<file path="config.mk">
export PLATFORM = sky130hd
export DESIGN_NAME = systolic_sequencer
export DESIGN_NICKNAME = d
export VERILOG_FILES = /design/src/rtl/systolic_sequencer_pkg.sv /design/src/rtl/systolic_sequencer_out_reg.sv /design/src/rtl/systolic_sequencer.sv
export SDC_FILE = /design/constraint.sdc
export NUM_CORES = 1
export LEC_CHECK = 0
export BUFFER_PORTS_ARGS = -buffer_cell sky130_fd_sc_hd__buf_2
export CAP_MARGIN = 5
export CORE_UTILIZATION = 43
export DETAILED_ROUTE_END_ITERATION = 10
export GPL_TIMING_DRIVEN = 0
export PLACE_DENSITY_LB_ADDON = 0.15
export RECOVER_POWER = 100
export SYNTH_ARGS = -nofsm -noshare
export SYNTH_HDL_FRONTEND = slang
export SYNTH_SLANG_ARGS = --single-unit
</file>
<file path="constraint.sdc">
create_clock -name clk -period 1.43 [get_ports clk]
set_input_delay 0.0715 -clock clk [delete_from_list [all_inputs] [get_ports clk]]
set_output_delay 0.0715 -clock clk [all_outputs]
set_load 0.005 [all_outputs]
</file>
<file path="src/rtl/systolic_sequencer_pkg.sv">
// Shared types and sizing helpers for the systolic array job sequencer.
package systolic_sequencer_pkg;

  localparam int unsigned SEQ_N     = 8;
  localparam int unsigned SEQ_LEN_W = 4;

  typedef enum logic [2:0] {
    ST_IDLE  = 3'd0,
    ST_CLEAR = 3'd1,
    ST_FEED  = 3'd2,
    ST_FLUSH = 3'd3,
    ST_PRIME = 3'd4,
    ST_READ  = 3'd5
  } seq_state_e;

  // Row/flush counter must reach N itself (rows-loaded count).
  function automatic int unsigned row_cnt_w(input int unsigned n);
    return $clog2(n + 1);
  endfunction

endpackage

</file>
<file path="src/rtl/systolic_sequencer_out_reg.sv">
// Single-entry result register with valid/ready handshake and last-row flag.
module seq_out_reg #(
  parameter int unsigned W = 8
) (
  input  logic         clk,
  input  logic         rst_n,
  input  logic         load,
  input  logic [W-1:0] load_data,
  input  logic         load_last,
  input  logic         out_ready,
  output logic         out_valid,
  output logic [W-1:0] out_data,
  output logic         out_last
);

  logic         valid_q, valid_d;
  logic [W-1:0] data_q, data_d;
  logic         last_q, last_d;

  always_ff @(posedge clk or negedge rst_n) begin
    if (!rst_n) begin
      valid_q <= 1'b0;
      data_q  <= '0;
      last_q  <= 1'b0;
    end else begin
      valid_q <= valid_d;
      data_q  <= data_d;
      last_q  <= last_d;
    end
  end

  // A load in the same cycle as a handshake replaces the word, keeping valid high.
  always_comb begin
    valid_d = valid_q;
    data_d  = data_q;
    last_d  = last_q;
    if (load) begin
      valid_d = 1'b1;
      data_d  = load_data;
      last_d  = load_last;
    end else if (valid_q && out_ready) begin
      valid_d = 1'b0;
      last_d  = 1'b0;
    end
  end

  assign out_valid = valid_q;
  assign out_data  = data_q;
  assign out_last  = last_q;

endmodule

</file>
<file path="src/rtl/systolic_sequencer.sv">
// Job sequencer for the NxN bit-level systolic accumulate array: feed, flush, prime, read.
// SYSTOLIC_SEQ_CLEAR_EN adds a CLEAR state that pulses sa_clear at the start of every job.
module systolic_sequencer
  import systolic_sequencer_pkg::*;
#(
  parameter int unsigned N     = SEQ_N,
  parameter int unsigned LEN_W = SEQ_LEN_W
) (
  input  logic             clk,
  input  logic             rst_n,
  input  logic             start,
  input  logic             op_xor,
  input  logic [LEN_W-1:0] len,
  input  logic             a_valid,
  output logic             a_ready,
  input  logic [N-1:0]     a_data,
  input  logic [N-1:0]     b_data,
  output logic [N-1:0]     sa_in1,
  output logic [N-1:0]     sa_in2,
  output logic             sa_valid,
  output logic             sa_readout,
  output logic             sa_usexor,
  output logic             sa_clear,
  input  logic [N-1:0]     sa_out,
  output logic             r_valid,
  input  logic             r_ready,
  output logic [N-1:0]     r_data,
  output logic             r_last,
  output logic             busy
);

  localparam int unsigned        CNT_W    = row_cnt_w(N);
  localparam logic [CNT_W-1:0]   CNT_LAST = CNT_W'(N - 1);
  localparam logic [CNT_W-1:0]   CNT_FULL = CNT_W'(N);

  seq_state_e       state_q, state_d;
  logic             mode_q, mode_d;
  logic [LEN_W-1:0] len_q, len_d;
  logic [LEN_W-1:0] pair_cnt_q, pair_cnt_d;
  logic [CNT_W-1:0] cnt_q, cnt_d;

  logic             rd_load;
  logic             r_fire;

  assign r_fire = r_valid && r_ready;

  always_ff @(posedge clk or negedge rst_n) begin
    if (!rst_n) begin
      state_q    <= ST_IDLE;
      mode_q     <= 1'b0;
      len_q      <= '0;
      pair_cnt_q <= '0;
      cnt_q      <= '0;
    end else begin
      state_q    <= state_d;
      mode_q     <= mode_d;
      len_q      <= len_d;
      pair_cnt_q <= pair_cnt_d;
      cnt_q      <= cnt_d;
    end
  end

  // cnt_q counts flush steps in FLUSH and rows loaded into the output register in READ.
  always_comb begin
    state_d    = state_q;
    mode_d     = mode_q;
    len_d      = len_q;
    pair_cnt_d = pair_cnt_q;
    cnt_d      = cnt_q;
    case (state_q)
      ST_IDLE: begin
        if (start) begin
          mode_d     = op_xor;
          len_d      = len;
          pair_cnt_d = '0;
          cnt_d      = '0;
`ifdef SYSTOLIC_SEQ_CLEAR_EN
          state_d    = ST_CLEAR;
`else
          state_d    = (len == '0) ? ST_FLUSH : ST_FEED;
`endif
        end
      end
      ST_CLEAR: begin
        state_d = (len_q == '0) ? ST_FLUSH : ST_FEED;
      end
      ST_FEED: begin
        if (a_valid) begin
          pair_cnt_d = LEN_W'(pair_cnt_q + LEN_W'(1));
          if (LEN_W'(pair_cnt_q + LEN_W'(1)) == len_q) begin
            state_d = ST_FLUSH;
          end
        end
      end
      ST_FLUSH: begin
        if (cnt_q == CNT_LAST) begin
          cnt_d   = '0;
          state_d = ST_PRIME;
        end else begin
          cnt_d = CNT_W'(cnt_q + CNT_W'(1));
        end
      end
      ST_PRIME: begin
        cnt_d   = '0;
        state_d = ST_READ;
      end
      ST_READ: begin
        if (rd_load) begin
          cnt_d = CNT_W'(cnt_q + CNT_W'(1));
        end
        if (r_fire && r_last) begin
          cnt_d   = '0;
          state_d = ST_IDLE;
        end
      end
      default: begin
        state_d = ST_IDLE;
      end
    endcase
  end

  // Array controls; operands pass straight through only on an accepted pair.
  always_comb begin
    a_ready    = 1'b0;
    sa_in1     = '0;
    sa_in2     = '0;
    sa_valid   = 1'b0;
    sa_readout = 1'b0;
    sa_clear   = 1'b0;
    rd_load    = 1'b0;
    case (state_q)
      ST_CLEAR: begin
`ifdef SYSTOLIC_SEQ_CLEAR_EN
        sa_clear = 1'b1;
`endif
      end
      ST_FEED: begin
        a_ready = 1'b1;
        if (a_valid) begin
          sa_valid = 1'b1;
          sa_in1   = a_data;
          sa_in2   = b_data;
        end
      end
      ST_FLUSH: begin
        sa_valid = 1'b1;
      end
      ST_PRIME: begin
        sa_readout = 1'b1;
      end
      ST_READ: begin
        // Shift only when the output register can take the word and rows remain.
        rd_load    = (!r_valid || r_ready) && (cnt_q != CNT_FULL);
        sa_readout = rd_load;
      end
      default: begin
        a_ready = 1'b0;
      end
    endcase
    busy      = (state_q != ST_IDLE);
    sa_usexor = (state_q != ST_IDLE) && mode_q;
  end

  seq_out_reg #(
    .W (N)
  ) u_out_reg (
    .clk       (clk),
    .rst_n     (rst_n),
    .load      (rd_load),
    .load_data (sa_out),
    .load_last (cnt_q == CNT_LAST),
    .out_ready (r_ready),
    .out_valid (r_valid),
    .out_data  (r_data),
    .out_last  (r_last)
  );

endmodule

</file>
* Yosys cells after proc, flatten, opt, wreduce, memory -nomap -nowiden
Index checks and enable logic that the tools add are counted.
** Word-level totals
- Register bits after elaboration :: 26
- Output and inout port bits :: 32
- Logic and storage cells :: 68
- Input bits :: 34
** Operators by class
- Reduce and logical (&&, ||, !) cells :: 17
- Mux-type cells :: 27
- Add/subtract/negate cells :: 2
- Eq/ne operators :: 14
** Operators by type and width (number)
- 8-bit two-way mux :: 4
- 4-bit two-way mux :: 5
- 3-bit case mux with 6 select lines :: 1
- 4-bit case mux with 4 select lines :: 1
- 3-bit two-way mux :: 5
- 4-bit by 1-bit adder with 4-bit output, second input constant :: 2
- 4-bit logical NOT :: 2
- 1-bit two-way mux :: 8
- 2-bit inequality test, second input constant :: 4
- 4-bit case mux with 2 select lines :: 1
- 3-bit by 2-bit == test with 1-bit output, second input constant :: 2
- 3-bit == test, second input constant :: 2
- 3-bit AND reduction :: 2
- 5-bit AND reduction :: 1
- 4-bit by 3-bit == test with 1-bit output, second input constant :: 1
- 4-bit == test :: 1
- 1-bit logical AND :: 4
- 4-bit inequality test, second input constant :: 1
- 1-bit case mux with 2 select lines :: 2
- 2-bit nonzero test :: 2
- 4-bit nonzero test :: 1
- 3-bit by 1-bit == test with 1-bit output, second input constant :: 1
- 3-bit logical NOT :: 1
- 3-bit inequality test, second input constant :: 1
- other kinds (5) :: 5

* Logic depth before layout (Yosys ltp)
Gate-level depths: netlist of the first run.
- Depth in word-level cells :: 7
- Gate-level depth with buffers :: 7
- Mapped depth without buffers :: 6

* Hierarchy
Synthesis of the first run repeated with hierarchy kept, for this count alone.
** Unflattened totals
- Cell total of the unflattened synthesis :: 144
- Area total of the unflattened synthesis :: 1580.3 um2
** Modules (own cells, without submodules)
- systolic_sequencer :: cells an instance 120, area an instance 1171.1 um2, instances 1
- seq_out_reg :: cells an instance 24, area an instance 409.1 um2, instances 1

* Worst setup path after synthesis of the first run
No wires, ideal clock.
- Kind :: reg-to-reg
- Start point :: reg cnt_q[0]
- End point :: reg u_out_reg.data_q[0] (netlist: u_out_reg.out_data[0])
- Cell stages (with the launch flop) :: 7
- Clock period less this slack :: 1.483 ns
- Slack :: -0.053 ns
- Path buffers :: 1
- Arrival :: 1.358 ns
- Required time :: 1.305 ns
- Library setup time :: 0.125 ns
- Cell sequence :: dfrtp_1 > inv_1 > ha_1 > nand3b_1 > nand3_1 > buf_2 > mux2_2
** Between the ends
- Word-level cells in the longest chain between the ends :: 3
** RTL lines
- from (decl) :: line systolic_sequencer.sv:40 : logic [CNT_W-1:0] cnt_q, cnt_d;
- from (signal assigned) :: line systolic_sequencer.sv:59 : cnt_q <= cnt_d;
- 4-bit inequality test :: line systolic_sequencer.sv:153 : rd_load = (!r_valid || r_ready) && (cnt_q != CNT_FULL);
- 1-bit logical AND :: line systolic_sequencer.sv:153
- 1-bit two-way mux :: line systolic_sequencer.sv:131 : case (state_q)
- to (signal assigned) :: line systolic_sequencer_out_reg.sv:27 : data_q <= data_d;
- to (decl) :: line systolic_sequencer_out_reg.sv:17 : logic [W-1:0] data_q, data_d;
No other way between the ends.
A chain may end at the register's enable or synchronous reset.

* Final worst setup path of the first run
- Start point :: reg cnt_q[1]
- End point :: reg cnt_q[2]
** Between the ends
- Word-level cells in the longest chain between the ends :: 5
- Elaborated cells between the ends (all ways) :: 11
- Those cells by class :: 1 x add/sub; 3 x eq/ne; 5 x mux; 2 x reduce/logical
** RTL lines
- branches (longest 5 deep; another with 4-bit by 1-bit adder with 4-bit output)
Parallel ways; which one is timed is not known. The select of a mux whose other input is x is not followed.

==> reports/qor.csv, run 1 <==
stage,metric,value,unit
global_routing,initial antenna violation count,0,
floorplanning,row cnt,21,
power,Switching Share,0.334,
route,wire per inst,15.2,um
global_routing,largest net degree at the start of global routing,27,
setup_path,Worst EP arrival,1.89,ns
setup_path,worst path required time,1.67,ns
layout,share of layout cells above drive strength 1,0.571,
layout,# fillers,212,
setup_path,FF-to-FF setup slack,-0.22,ns
clock_tree,H-tree levels,1,
placed_design,DP Area,1940,sq um
timing,Worst-Margin Slew,0.645,ns
status,status,finished with violations,
route,total routed wirelength,4540,um
timing,Hold WS,0.0757,ns
synth,syn nets,183,
timing,Final Hold Vio Count,0,
timing,fmax,608,MHz
min_path,Hold Crit Endpoint,u_out_reg.out_last,
timing,final setup violation count,42,
timing,Clock Skews,0.0155,ns
power,Sw Pwr,1.04,mW
synth,Post-Syn Instances,146,
clock_tree,CTS Root Cell,clkbuf_4,
setup_path,crit start category,flip-flop,
floorplanning,I/O pin count,66,
power,leakage,1.25,nW
setup_path,Crit. End Element,flip-flop,
min_path,Worst Hold Class,input port to flip-flop,
status,violated checks,negative setup slack,
synth,Yosys top cell by area,dfrtp_1,
timing,setup ws final,-0.215,ns
setup_path,reg2reg start,cnt_q[1],
layout,area taken by multi-input logic gates,1040,sq um
placed_design,Post-Place Worst Slack,-0.134,ns
placed_design,Placer Congestion,0.790,
synth,Main synth FF type,dfrtp_1,
timing,period utilization,1.15,
clock_tree,TritonCTS clock tree,yes,
layout,"most common cell after layout, fill and taps aside",buf_2,
synth,"Avg Cell Area, Syn",10.6,sq um
placed_design,IO Port Bufs,64,
synth,Synth Cell Area,1550,sq um
power,combinational power share,0.481,
floorplanning,area of the die,3850,sq um
synth,asr flop ratio synth,1.00,
synth,Synth Register Bits,26,
synth,Yosys cell types,44,
setup_path,Crit Path Category,flip-flop to flip-flop,
global_routing,first-pass GRT wire length,6270,um
placed_design,dpl cells,256,
synth,Yosys warning count,0,
clock_tree,total CTS buffers,3,
global_routing,vias in the first global route,1420,
clock_tree,"Reg clk slew, reported paths",0.16,ns
layout,Synth-to-Final Area Change,67.1,%
timing,Rel. slew slack,0.570,
floorplanning,Core Area,3390,sq um
floorplanning,die width,62.1,um
synth,"Seq/Total Area, Yosys",0.419,
setup_path,CP Max Fanout,4,
synth,top cell type's share of synthesized area,0.419,
route,DRT Pass-1 Iters,4,
global_routing,total grt overflow,0,
min_path,hold path start,r_ready,
route,vias per inst,5.17,
timing,number of max-slew violations in the final report,0,
synth,number of synthesized flops with an enable pin,0,
clock_tree,Longest Clk Path Bufs,2,
power,total chip power,3.12,mW
route,Antenna Violating Nets Remaining,0,
power,Pwr Density,1210,nW/um^2
synth,synth top area cells,"dfrtp_1 42%, mux2_2 10%, and2_1 6.9%",
layout,"non-filler cells, final",298,
clock_tree,CTS sink count,26,
power,clock power share,0.165,
setup_path,FF-to-FF End,cnt_q[2],
min_path,hold path depth,4,
run,Max Cap Viol,0,
floorplanning,initial cell density of the core,0.458,
clock_tree,worst skew pair latency,0.33,ns
power,cell-internal power,2.08,mW
timing,RSZ-0062 raised after global routing,yes,
layout,Layout Nets,290,
timing,min Tclk post-route,1.65,ns
setup_path,Worst Reg-to-Reg Cells,7,
layout,register area,654,sq um
route,via count,1541,
layout,"Design Area, Final",2590,sq um
power,Flop pwr share,0.354,
timing,Fin Setup TNS,-6.21,ns
power,VDD IR max,535,uV
floorplanning,Die H,62.1,um
layout,antenna fix cells,0,
layout,"Core Util, Final",0.765,
placed_design,HPWL Detailed,2640,um
route,initial DRC count,56,
global_routing,GRT Total Usage,0.226,
route,DRC Markers,0,
layout,most frequent cells in the layout,"54 x buf_2, 23 x dfrtp_1, 19 x buf_4, 14 x dlygate4sd3_1",
==> worst max-delay path by stage <==
stage | depth (start not counted) | end | startpoint | slack [ns]
5_1_grt | 7 | cnt_q[2] | cnt_q[1] | -0.29
3_5_place_dp | 6 | u_out_reg.out_data[3] | cnt_q[0] | -0.13
4_1_cts | 4 | sa_usexor | state_q[1] | -0.23
2_1_floorplan | 6 | u_out_reg.out_data[0] | cnt_q[0] | 0.002
3_3_place_gp | 6 | u_out_reg.out_data[2] | cnt_q[0] | -0.11
6_report | 7 | cnt_q[2] | cnt_q[1] | -0.22
==> cells by family after synthesis <==
kind of cell	Yosys count	synth area share
and+or+nand+nor	60	0.252
DFF	26	0.419
AOI/OAI and AO/OA	24	0.113
muxes	16	0.115
buffers and inverters	10	0.0314
xor gates and xnor gates	6	0.0436
adders and majority gates	3	0.0242
other	1	0.00242
==> final cells by class <==
class | count | area share
well taps | 46 | 0.0222
plain buffers | 7 | 0.0294
multi-input cells | 110 | 0.402
clock buffers | 3 | 0.00869
clock inverters | 1 | 0.0116
flip-flops and latches | 26 | 0.252
inverters | 3 | 0.00434
repair buffers | 102 | 0.270
==> per-layer routing <==
metal	GRT usage	wire (um)	up-vias
met5	0	0	-
met4	0.0889	19	0
met1	0.286	1910	754
met3	0.0393	218	2
met2	0.383	2390	55
li1	-	-	730
==> power groups by stage <==
stage	sequential [mW]	combinational (mW)	clock, mW
2_1_floorplan	1.06	0.697	0
3_3_place_gp	1.08	0.955	0
3_5_place_dp	1.09	0.988	0
4_1_cts	1.08	1.27	0.526
5_1_grt	1.13	1.63	0.559
6_report	1.11	1.50	0.514
==> registers in the layout (all words and copies together), names as in the netlist <==
signal               cells
u_out_reg.out_data       8
cnt_q                    4
len_q                    4
pair_cnt_q               4
state_q                  3
mode_q                   1
u_out_reg.out_last       1
u_out_reg.out_valid      1
==> cells in the mapped netlist (all sizes together) (2+ instances only) <==
library cell and n:
a22oi 4, mux2 14, o21ai 5, ha 3, nor2 6, nand3b 4
dfrtp 26, nand2 7, xor2 2, mux2i 2, and2 17, a21oi 4
o22ai 2, nand2b 5, nand3 5, clkbuf 2, or3 2, inv 3
nor4b 2, xnor2 3, nor2b 2, buf 5, nor3b 2, and3b 3
==> worst max-delay path, stage by stage (launching register included) <==
cell and delay [ns]:
dfrtp_1 0.43, inv_2 0.08, ha_4 0.12, nand3b_1 0.12
buf_6 0.16, a211oi_4 0.35, a2111oi_2 0.06, a211o_1 0.23
==> what timing repair did <==
action | CTS | global route
setup buffers | 16 | 7
pin swaps | 13 | 15
gates cloned | 2 | 0
hold buffers | 14 | 0
resized for setup | 39 | 39
endpoints found under the hold margin | 39 | 0
setup endpoints to repair | 41 | 43
Power figures use the tool's default switching activity.
==> run 2, diff against run 1 <==
SKIP_LAST_GASP = 1   (was unset)
==> reports/qor.csv, run 2 (synthesized netlist as in run 1, its figures left out) <==
stage,metric,value,unit
status,status,finished with violations,
status,violated checks,negative setup slack,
timing,Worst-Margin Slew,0.654,ns
route,vias per inst,5.13,
power,leakage,1.24,nW
route,DRC Markers,0,
layout,Layout Nets,290,
floorplanning,area of the die,3850,sq um
power,Pwr Density,1200,nW/um^2
power,Switching Share,0.334,
floorplanning,die width,62.1,um
clock_tree,Longest Clk Path Bufs,2,
route,Antenna Violating Nets Remaining,0,
timing,setup ws final,-0.213,ns
global_routing,vias in the first global route,1420,
placed_design,IO Port Bufs,64,
setup_path,Crit. End Element,flip-flop,
layout,"most common cell after layout, fill and taps aside",buf_2,
timing,number of max-slew violations in the final report,0,
global_routing,largest net degree at the start of global routing,27,
setup_path,CP Max Fanout,4,
layout,max reg flops,8,
route,initial DRC count,64,
clock_tree,worst skew pair latency,0.33,ns
power,combinational power share,0.478,
setup_path,Worst EP arrival,1.88,ns
setup_path,Worst Reg-to-Reg Cells,7,
floorplanning,I/O pin count,66,
route,DRT Pass-1 Iters,4,
setup_path,crit start category,flip-flop,
timing,period utilization,1.15,
placed_design,HPWL Detailed,2640,um
route,wl on met1,1930,um
setup_path,critical path's slowest cell,dfrtp_1,
floorplanning,Die H,62.1,um
setup_path,Crit. Startpoint,cnt_q[0],
floorplanning,row cnt,21,
layout,"Core Util, Final",0.760,
min_path,hold path start,r_ready,
power,clock power share,0.166,
global_routing,first-pass GRT wire length,6270,um
setup_path,"slowest stage delay, CP",0.42,ns
timing,final setup violation count,43,
global_routing,GRT Total Usage,0.226,
route,met3 wire len,205,um
route,total routed wirelength,4520,um
timing,Clock Skews,0.0154,ns
timing,min Tclk post-route,1.64,ns
min_path,hold path depth,4,
layout,# fillers,216,
min_path,Worst Hold Class,input port to flip-flop,
timing,fmax,609,MHz
layout,antenna fix cells,0,
floorplanning,initial cell density of the core,0.458,
setup_path,cells along the critical path,inv_2 > ha_4 > nand3b_1 > buf_6 > a211oi_4 > a2111oi_2 > a211o_1,
power,VDD IR max,537,uV
layout,share of layout cells above drive strength 1,0.563,
layout,Synth-to-Final Area Change,66.1,%
setup_path,reg2reg start,cnt_q[0],
global_routing,initial antenna violation count,0,
power,Flop pwr share,0.356,
power,Sw Pwr,1.04,mW
timing,RSZ-0062 raised after global routing,yes,
timing,Hold WS,0.0757,ns
setup_path,worst path required time,1.67,ns
power,cell-internal power,2.07,mW
timing,Final Hold Vio Count,0,
clock_tree,CTS sink count,26,
route,top sig layer,met4,
clock_tree,total CTS buffers,3,
clock_tree,TritonCTS clock tree,yes,
clock_tree,H-tree levels,1,
clock_tree,"Reg clk slew, reported paths",0.16,ns
floorplanning,Core Area,3390,sq um
route,wire per inst,15.2,um
layout,most frequent cells in the layout,"55 x buf_2, 23 x dfrtp_1, 19 x buf_4, 14 x dlygate4sd3_1, 13 x and2_1",
clock_tree,CTS Root Cell,clkbuf_4,
route,met2 wire length,2360,um
setup_path,Crit Path Category,flip-flop to flip-flop,
placed_design,Placer Congestion,0.790,
run,Max Cap Viol,0,
route,via count,1528,
timing,Rel. slew slack,0.564,
global_routing,total grt overflow,0,
-- run 2: power groups by stage --
stage | Sequential, mW | Clock (mW) | Combinational (mW)
after floorplan | 1.06 | 0 | 0.697
after global placement | 1.08 | 0 | 0.955
after detailed placement | 1.09 | 0 | 0.988
after CTS | 1.08 | 0.526 | 1.27
after global routing | 1.13 | 0.559 | 1.60
final | 1.11 | 0.515 | 1.48
-- run 2: layout make-up --
class / instances / area (sq um) / share of cell area
Timing Repair Buffer: 102 / 693 / 0.269
Tap cell: 46 / 57.6 / 0.0223
Multi-Input combinational cell: 110 / 1030 / 0.400
Buffer: 7 / 76.3 / 0.0296
Inverter: 3 / 11.3 / 0.00437
Clock inverter: 1 / 30.0 / 0.0117
Sequential cell: 26 / 654 / 0.254
Clock buffer: 3 / 22.5 / 0.00874
-- run 2: worst max-delay path, delay by kind of cell, from the launching register on --
kind	cells	cell delay, ns
AOI/OAI and AO/OA	3	0.64
adders and majority gates	1	0.12
buffers and inverters	2	0.25
DFF	1	0.42
and+or+nand+nor	1	0.12
-- run 2: final timing paths --
path / end / slack (ns)
max: cnt_q[2] / -0.21
max in group asynchronous: state_q[0] / 0.67
max reg2reg: cnt_q[2] / -0.21
min: u_out_reg.out_last / 0.08
min in group asynchronous: cnt_q[3] / 0.27
min reg2reg: u_out_reg.out_data[5] / 0.53
-- run 2: metal layers --
metal,vias up,track usage
met2,52,0.383
met5,-,0
met1,740,0.286
li1,734,-
met4,0,0.0889
met3,2,0.0393
-- run 2: metrics by stage --
step	worst slack, ns	area (sq um)	std cells	power, mW	TNS [ns]
floorplan	0.00207	1560	146	1.75	0
global placement	-0.109	1940	256	2.04	-1.29
detailed placement	-0.134	1940	256	2.08	-2.25
finish	-0.213	2580	298	3.10	-6.17
global route	-0.290	2580	298	3.29	-8.63
CTS	-0.235	2410	291	2.88	-4.94
-- run 2: repair_timing --
action | in CTS | in global routing
buffers inserted | 16 | 7
endpoints found under the setup margin | 41 | 43
resized for setup | 39 | 35
hold buffers | 14 | 0
pin swaps | 13 | 15
cloned | 2 | 0
hold endpoints to repair | 39 | 0
